==> config.mk <==
export PLATFORM = sky130hd
export DESIGN_NAME = da_module
export DESIGN_NICKNAME = d
export VERILOG_FILES = /design/src/rtl/da_pkg.sv /design/src/rtl/da_bit_timer.sv /design/src/rtl/da_module.sv
export SDC_FILE = /design/constraint.sdc
export NUM_CORES = 1
export LEC_CHECK = 0
export CORE_ASPECT_RATIO = 0.8
export CORE_UTILIZATION = 40
export DETAILED_ROUTE_END_ITERATION = 7
export HOLD_SLACK_MARGIN = 0.05
export REMOVE_ABC_BUFFERS = 1
export SYNTH_ARGS = -nofsm -noshare
export SYNTH_HDL_FRONTEND = slang
export SYNTH_SLANG_ARGS = --single-unit
==> constraint.sdc <==
create_clock -name CLK_50M -period 2.21 [get_ports CLK_50M]
set_input_delay 0.221 -clock CLK_50M [delete_from_list [all_inputs] [get_ports CLK_50M]]
set_output_delay 0.221 -clock CLK_50M [all_outputs]
set_load 0.02 [all_outputs]
==> src/rtl/da_pkg.sv <==
// da_pkg: shared FSM state type, default timing constants and a width helper
// for the serial DAC frame generator.
package da_pkg;

  // Frame sequencer states; encoding is arbitrary.
  typedef enum logic [2:0] {
    ST_IDLE  = 3'd0,
    ST_SETUP = 3'd1,
    ST_SHIFT = 3'd2,
    ST_HOLD  = 3'd3,
    ST_GAP   = 3'd4
  } da_state_e;

  // 46 system clocks per DA bit period: 920 ns at 50 MHz, about 1.09 MHz.
  localparam int DA_CLK_TIME_DEF = 45;
  localparam int DA_CLK_HALF_DEF = 22;
  localparam int DATA_W_DEF      = 10;
  localparam int PAD_BITS_DEF    = 2;
  localparam int GAP_PERIODS_DEF = 2;

  // Bits needed to hold the values 0..last_val; never less than 1.
  function automatic int cnt_width(input int last_val);
    return (last_val < 1) ? 1 : $clog2(last_val + 1);
  endfunction

endpackage

==> src/rtl/da_bit_timer.sv <==
// da_bit_timer: bit-period counter for the DAC serialiser. It counts
// 0..LAST while enabled and wraps to 0. half_o flags count == HALF and
// end_o flags count == LAST, which is the last clock of a bit period.
// clr_i forces the count back to 0 and takes priority over en_i.
module da_bit_timer
  import da_pkg::*;
#(
  parameter int LAST = DA_CLK_TIME_DEF,
  parameter int HALF = DA_CLK_HALF_DEF
) (
  input  logic CLK_50M,
  input  logic RST_N,
  input  logic clr_i,
  input  logic en_i,
  output logic half_o,
  output logic end_o
);

  localparam int W = cnt_width(LAST);

  logic [W-1:0] cnt_q;
  logic [W-1:0] cnt_d;

  assign half_o = (cnt_q == W'(HALF));
  assign end_o  = (cnt_q == W'(LAST));

  // Next count: clear wins, otherwise step and wrap after LAST.
  always_comb begin
    cnt_d = cnt_q;
    if (clr_i) begin
      cnt_d = '0;
    end else if (en_i) begin
      cnt_d = end_o ? '0 : cnt_q + W'(1);
    end
  end

  // Count register; async reset so an aborted frame restarts from zero.
  always_ff @(posedge CLK_50M or negedge RST_N) begin
    if (!RST_N) begin
      cnt_q <= '0;
    end else begin
      cnt_q <= cnt_d;
    end
  end

endmodule

==> src/rtl/da_module.sv <==
// da_module: serial DAC frame generator. It accepts one DATA_W-bit code per
// frame and shifts it out MSB first, followed by PAD_BITS zeros, with chip
// select, serial clock and data all driven from registers.
//
// Build option: define DA_LDAC_EN to add the active-low DA_LDAC_N output.
// It pulses low for one bit period at the start of the inter-frame gap.
// Frame timing is the same with or without it.
//
// state    | meaning
// ---------+-----------------------------------------------------------
// ST_IDLE  | data_ready high, DA_CS high, waiting for data_valid
// ST_SETUP | one period with DA_CS low and the MSB on DA_DATA
// ST_SHIFT | DATA_W+PAD_BITS periods; DA_CLK pulses, data shifts on fall
// ST_HOLD  | one period with DA_CS low and DA_CLK/DA_DATA low
// ST_GAP   | GAP_PERIODS periods with DA_CS high, then back to idle
module da_module
  import da_pkg::*;
#(
  parameter int DA_CLK_TIME = DA_CLK_TIME_DEF,
  parameter int DA_CLK_HALF = DA_CLK_HALF_DEF,
  parameter int DATA_W      = DATA_W_DEF,
  parameter int PAD_BITS    = PAD_BITS_DEF,
  parameter int GAP_PERIODS = GAP_PERIODS_DEF
) (
  input  logic              CLK_50M,
  input  logic              RST_N,
  input  logic [DATA_W-1:0] data_in,
  input  logic              data_valid,
  output logic              data_ready,
  output logic              DA_CS,
  output logic              DA_CLK,
  output logic              DA_DATA
`ifdef DA_LDAC_EN
  ,
  output logic              DA_LDAC_N
`endif
);

  localparam int SR_W     = DATA_W + PAD_BITS;
  localparam int PCNT_MAX = (SR_W > GAP_PERIODS) ? SR_W : GAP_PERIODS;
  localparam int PCNT_W   = cnt_width(PCNT_MAX);

  da_state_e         state_q;
  logic [SR_W-1:0]   shreg_q;
  logic [PCNT_W-1:0] pcnt_q;
  logic              cs_q;
  logic              sclk_q;
  logic              sdata_q;
`ifdef DA_LDAC_EN
  logic              ldac_q;
`endif

  logic accept;
  logic tmr_en;
  logic tmr_half;
  logic tmr_end;

  // A code is taken only from idle; anything presented mid-frame is dropped.
  assign accept     = data_valid && (state_q == ST_IDLE);
  assign tmr_en     = (state_q != ST_IDLE);
  assign data_ready = (state_q == ST_IDLE);

  assign DA_CS   = cs_q;
  assign DA_CLK  = sclk_q;
  assign DA_DATA = sdata_q;
`ifdef DA_LDAC_EN
  assign DA_LDAC_N = ldac_q;
`endif

  da_bit_timer #(
    .LAST (DA_CLK_TIME),
    .HALF (DA_CLK_HALF)
  ) u_bit_timer (
    .CLK_50M (CLK_50M),
    .RST_N   (RST_N),
    .clr_i   (accept),
    .en_i    (tmr_en),
    .half_o  (tmr_half),
    .end_o   (tmr_end)
  );

  // Frame sequencer with registered DAC outputs; every state change happens
  // on a bit-period wrap so the pins never glitch.
  always_ff @(posedge CLK_50M or negedge RST_N) begin
    if (!RST_N) begin
      state_q <= ST_IDLE;
      shreg_q <= '0;
      pcnt_q  <= '0;
      cs_q    <= 1'b1;
      sclk_q  <= 1'b0;
      sdata_q <= 1'b0;
`ifdef DA_LDAC_EN
      ldac_q  <= 1'b1;
`endif
    end else begin
      case (state_q)
        ST_IDLE: begin
          if (data_valid) begin
            shreg_q <= SR_W'(data_in) << PAD_BITS;
            pcnt_q  <= '0;
            cs_q    <= 1'b0;
            sclk_q  <= 1'b0;
            // Present the MSB immediately so it is stable for the whole
            // setup period before the first DA_CLK rise.
            sdata_q <= data_in[DATA_W-1];
            state_q <= ST_SETUP;
          end
        end

        ST_SETUP: begin
          sdata_q <= shreg_q[SR_W-1];
          if (tmr_end) begin
            pcnt_q  <= '0;
            state_q <= ST_SHIFT;
          end
        end

        ST_SHIFT: begin
          if (tmr_half) begin
            sclk_q <= 1'b1;
          end
          if (tmr_end) begin
            // Falling DA_CLK and the next data bit land on the same edge,
            // half a period after the DAC sampled the current bit.
            sclk_q  <= 1'b0;
            shreg_q <= {shreg_q[SR_W-2:0], 1'b0};
            if (pcnt_q == PCNT_W'(SR_W - 1)) begin
              sdata_q <= 1'b0;
              state_q <= ST_HOLD;
            end else begin
              sdata_q <= shreg_q[SR_W-2];
              pcnt_q  <= pcnt_q + PCNT_W'(1);
            end
          end
        end

        ST_HOLD: begin
          if (tmr_end) begin
            cs_q    <= 1'b1;
            pcnt_q  <= '0;
`ifdef DA_LDAC_EN
            ldac_q  <= 1'b0;
`endif
            state_q <= ST_GAP;
          end
        end

        ST_GAP: begin
          if (tmr_end) begin
`ifdef DA_LDAC_EN
            ldac_q <= 1'b1;
`endif
            if (pcnt_q == PCNT_W'(GAP_PERIODS - 1)) begin
              pcnt_q  <= '0;
              state_q <= ST_IDLE;
            end else begin
              pcnt_q <= pcnt_q + PCNT_W'(1);
            end
          end
        end

        default: begin
          cs_q    <= 1'b1;
          sclk_q  <= 1'b0;
          sdata_q <= 1'b0;
`ifdef DA_LDAC_EN
          ldac_q  <= 1'b1;
`endif
          state_q <= ST_IDLE;
        end
      endcase
    end
  end

endmodule

# Word level (Yosys, flattened, before mapping)
# Cells that the tools add are included.
# word_totals
elab_cells	77
output_inout_bits	4
in_bits	13
register_bits	28
# op_classes
eq_ne	18
mux	31
add_sub_neg	2
bitwise_logic	3
n_reduce_logical	16
# ops
cell	n
two-way mux 12 bit	2
two-way mux 4 bit	6
one-hot mux 12 bit (2 select lines)	1
two-way mux 3 bit	7
two-way mux 6 bit	3
one-hot mux 4 bit (4 select lines)	1
one-hot mux 3 bit (5 select lines)	1
AND reduction 3 bit	4
inequality test 2 x 1 -> 1 bit (second input constant)	5
inequality test 2 bit (second input constant)	4
two-way mux 1 bit	7
AND reduction 7 bit	1
adder 6 x 1 -> 6 bit (second input constant)	1
== test 3 x 2 -> 1 bit (second input constant)	2
== test 6 x 5 -> 1 bit (second input constant)	1
== test 6 bit (second input constant)	1
one-hot mux 1 bit (3 select lines)	2
AND reduction 6 bit	1
OR reduction 3 bit	2
adder 4 x 1 -> 4 bit (second input constant)	1
== test 4 x 1 -> 1 bit (second input constant)	1
== test 4 bit (second input constant)	1
one-hot mux 1 bit (4 select lines)	1
nonzero test 2 bit	2
other kinds (9)	12

# Logic depth before layout (Yosys ltp)
# depth
word_depth	4
depth_mapped	8
ltp_nobuf	7

# Modules after synthesis
# Synthesis repeated with hierarchy kept, for this count alone.
# unflattened
hier_cells	155
hier_area_um2	1554.0
# modules_own_cells
module	cells_per_inst	area_each_um2	seq_area_each_um2	instances
da_module	111	1144.8	501.7	1
da_bit_timer	44	409.1	150.1	1

# Least setup slack after synthesis
# Ideal clock, no wire load.
# synth_timing
path_kind	flip-flop to flip-flop
startpoint	reg u_bit_timer.cnt_q[1]
endpoint	reg shreg_q[2]
path_slack_ps	491
stages_incl_launch_ff	7
arrival_ps	1595
synth_period_minus_slack_ps	1719
setup_time_ps	125
t_required_ps	2085
path_buffers	0
path_cell_list	dfrtp_1 inv_1 ha_1 and2_2 nand3_4 a211oi_4 mux2_2
# synth_via
elab_chain_len	3
# synth_lines
element	line	source
from (decl)	da_bit_timer.sv:21	logic [W-1:0] cnt_q;
from (signal assigned)	da_bit_timer.sv:42	cnt_q <= cnt_d;
== test 6 bit	da_bit_timer.sv:25	assign end_o = (cnt_q == W'(LAST));
inequality test 2 x 1 -> 1 bit (no source line)	-	
AND reduction 3 bit (no source line)	-	
to (signal assigned)	da_module.sv:99	shreg_q <= SR_W'(data_in) << PAD_BITS;
to (signal assigned)	da_module.sv:126	shreg_q <= {shreg_q[SR_W-2:0], 1'b0};
to (decl)	da_module.sv:44	logic [SR_W-1:0] shreg_q;
# No other way between the ends.
# A chain may end at the register's enable or synchronous reset.

# Final worst setup path
# layout_timing
startpoint	reg state_q[1]
endpoint	out data_ready
# layout_via
elab_chain_len	1
# layout_lines
element	line	source
from (decl)	da_module.sv:43	da_state_e state_q;
from (signal assigned)	da_module.sv:86	state_q <= ST_IDLE;
from (signal assigned)	da_module.sv:106	state_q <= ST_SETUP;
from (signal assigned)	da_module.sv:114	state_q <= ST_SHIFT;
zero test 3 bit	da_module.sv:61	assign data_ready = (state_q == ST_IDLE);
to (decl)	da_module.sv:29	output logic data_ready,
# No other way between the ends.

==> impl_metrics.tcl <==
set metrics [dict create \
    final_common_cell "dfrtp_1" \
    grt_usage_pct 15.2 \
    critPathKind "reg -> out" \
    crit_path_start_kind "flip-flop" \
    ios 17 \
    wl_met3_um 122 \
    postCtsSetupRepairBufs 0 \
    setup_tns_ps 0 \
    path_clk_slew_ps 90 \
    drv_slew 0 \
    synth-simple-area-share_pct 17.8 \
    tightest_slew_ps 377 \
    cpMaxStageDelayCell "clkdlybuf4s50_1" \
    cts-root-buf "clkbuf_8" \
    diodes 0 \
    outcome "finished, final reports clean" \
    antenna_found_initial 0 \
    vias 1123 \
    cts.sinks 26 \
    place.gp.congestion 0.875 \
    gr-total-overflow 0 \
    crit_chain "or3_1, inv_1, clkdlybuf4s50_1" \
    crit_required_ps 1990 \
    postRouteAntennaNets 0 \
    yosys_warnings 0 \
    cts_resized 0 \
    rows 19 \
    final_layout_size_suffix_gt1_share_pct 11.8 \
    yosys.cell_types.count 35 \
    clockBufferDepth 2 \
    area_growth_pct 17.9 \
    m1WireLength_um 1310 \
    worst_ir_drop_vdd_mv 0.466 \
    synth.ff_latch_count 26 \
    syn_area_um2 1470 \
    synth_top_family_by_area "simple AND/OR/NAND/NOR gates" \
    dieArea_um2 3930 \
    synthMuxAreaShare_pct 9.76 \
    drt_iter0_markers 41 \
    grt_setup_unrepaired "no" \
    finalSetupViolations 0 \
    dp_slack_ps 385 \
    port_buffers 16 \
    cp.arrival_ps 1870 \
    fp.dieW_um 69.9 \
    max_stage_delay_ps 600 \
    dr.pass1.iters 4 \
    ctsHoldBuffers 0 \
    dp_hpwl_um 2010 \
    htree_levels 1 \
    via_per_inst 5.32 \
    synth_cells 150 \
    period_needed_ps 2090 \
    fp.dieH_um 56.3 \
    initial_core_util_pct 42.5 \
    skew_ps 3.36 \
    wirelength_um 2660 \
    grt_max_degree 27 \
    setup_ws_ps 116 \
    crit_path_end_kind "output pin" \
    synth.avg_cell_area_um2 9.83 \
    maxCapViolCount 0 \
    wl_per_cell_um 12.6 \
    top_layer "met4" \
    power_density_nw_per_um2 984 \
    core_um2 3470 \
    max_freq_mhz 478 \
    synth_compound_area_share_pct 17.6 \
    maxSlewHeadroom_pct 74.8 \
    critical_path_peak_fanout 9 \
    route.met2.wl_um 1220 \
    hp-class "in -> async" \
    grt_pass1_wl_um 4810 \
    drc 0 \
    power_w 0.00171 \
    yosys.area_share.adder_pct 4.24 \
    nNetsFinal 188 \
    fin_crit_sh_pct 94.7 \
    cpLargestDelayFamily "buffers and inverters" \
    cts_tree "yes" \
    finalHoldViolations 0 \
    utilization_pct 50.1 \
    synth_xor_xnor_area_share_pct 1.19 \
    cts_buffers 3 \
    insertion_delay_ps 270 \
    power_leakage_nw 0.702 \
    critPathBufInv 2 \
    grt_pass1_vias 1080 \
    mostFrequentLayoutCells "dfrtp_1 (25), nor2_1 (21), clkdlybuf4s50_1 (16)" \
    seq_area_frac_synth_pct 44.2 \
]
==> cell families after synthesis <==
kind of cell / count (synthesis)
compound gates: 38
xor+xnor: 2
fa+ha+maj: 5
buf+inv: 14
flops: 26
mux: 14
simple gates: 51
==> synthesized netlist by cell type (all sizes together) <==
master	n	area [µm²]
nand2b	7	43.8
a21o	1	7.51
a21oi	13	68.8
nand3	4	32.5
buf	4	37.5
a211oi	1	20.0
o31ai	2	15.0
dfstp	1	26.3
a31oi	5	31.3
dfrtp	25	626
xor2	2	17.5
o32ai	1	27.5
mux2	3	33.8
nor2b	2	12.5
o211ai	1	7.51
nor3b	1	7.51
ha	5	62.6
o2bb2ai	3	26.3
and2	1	7.51
nor4	1	6.26
and3b	1	8.76
mux2i	11	110
or3	1	6.26
inv	8	30.0
and3	2	13.8
clkbuf	2	8.75
nor2	21	78.8
nand3b	2	15.0
nand2	8	30.0
o21ai	11	55.1
==> sequential cells by signal, indices dropped and copies added (netlist names) <==
name / flops
DA_CLK: 1
DA_CS: 1
DA_DATA: 1
pcnt_q: 4
shreg_q: 10
state_q: 3
u_bit_timer.cnt_q: 6
==> stage by stage <==
stage | hold WS [ps] | std cells | area [µm²]
finish | 308 | 211 | 1740
detailed placement | 498 | 207 | 1680
CTS | 322 | 211 | 1740
global route | 351 | 211 | 1740
floorplan | -74.6 | 144 | 1430
global placement | 491 | 207 | 1680
==> worst reg2reg max path, delay by kind of cell (launching register included) <==
family / cells / cell delay [ps]
AOI/OAI and AO/OA: 1 / 370
and+or+nand+nor: 2 / 580
muxes: 1 / 370
DFF: 1 / 410
==> metal layers <==
metal,vias to the layer above,global-route usage [%]
met5,-,0
met4,0,1.71
met3,2,3.95
met2,27,25.0
met1,529,20.9
li1,565,-
==> where the power goes <==
group | switching [W] | internal, W
Sequential | 0.000171 | 0.000669
Clock | 0.000147 | 0.000159
Combinational | 0.000284 | 0.000281
==> worst paths after layout <==
check,start,to,slack (ps),cells after the start
min reg2reg,shreg_q[2]$_DFFE_PN0P_,shreg_q[2]$_DFFE_PN0P_,520,1
max reg2reg,u_bit_timer.cnt_q[4]$_DFFE_PN0P_,pcnt_q[1]$_DFFE_PN0P_,380,4
min in group CLK_50M,shreg_q[2]$_DFFE_PN0P_,shreg_q[2]$_DFFE_PN0P_,520,1
min,RST_N,u_bit_timer.cnt_q[3]$_DFFE_PN0P_,310,2
max in group asynchronous,RST_N,DA_CS$_DFFE_PN1P_,1610,2
max,state_q[1]$_DFFE_PN0P_,data_ready,120,3
==> final cells by class <==
| class | count | area, µm² |
|---|---|---|
| Sequential cell | 26 | 652 |
| Multi-Input combinational cell | 110 | 751 |
| Clock buffer | 4 | 55.1 |
| Fill cell | 322 | 1730 |
| Inverter | 8 | 30.0 |
| Tap cell | 42 | 52.6 |
| Timing Repair Buffer | 21 | 198 |
(Power assumes the default switching activity.)
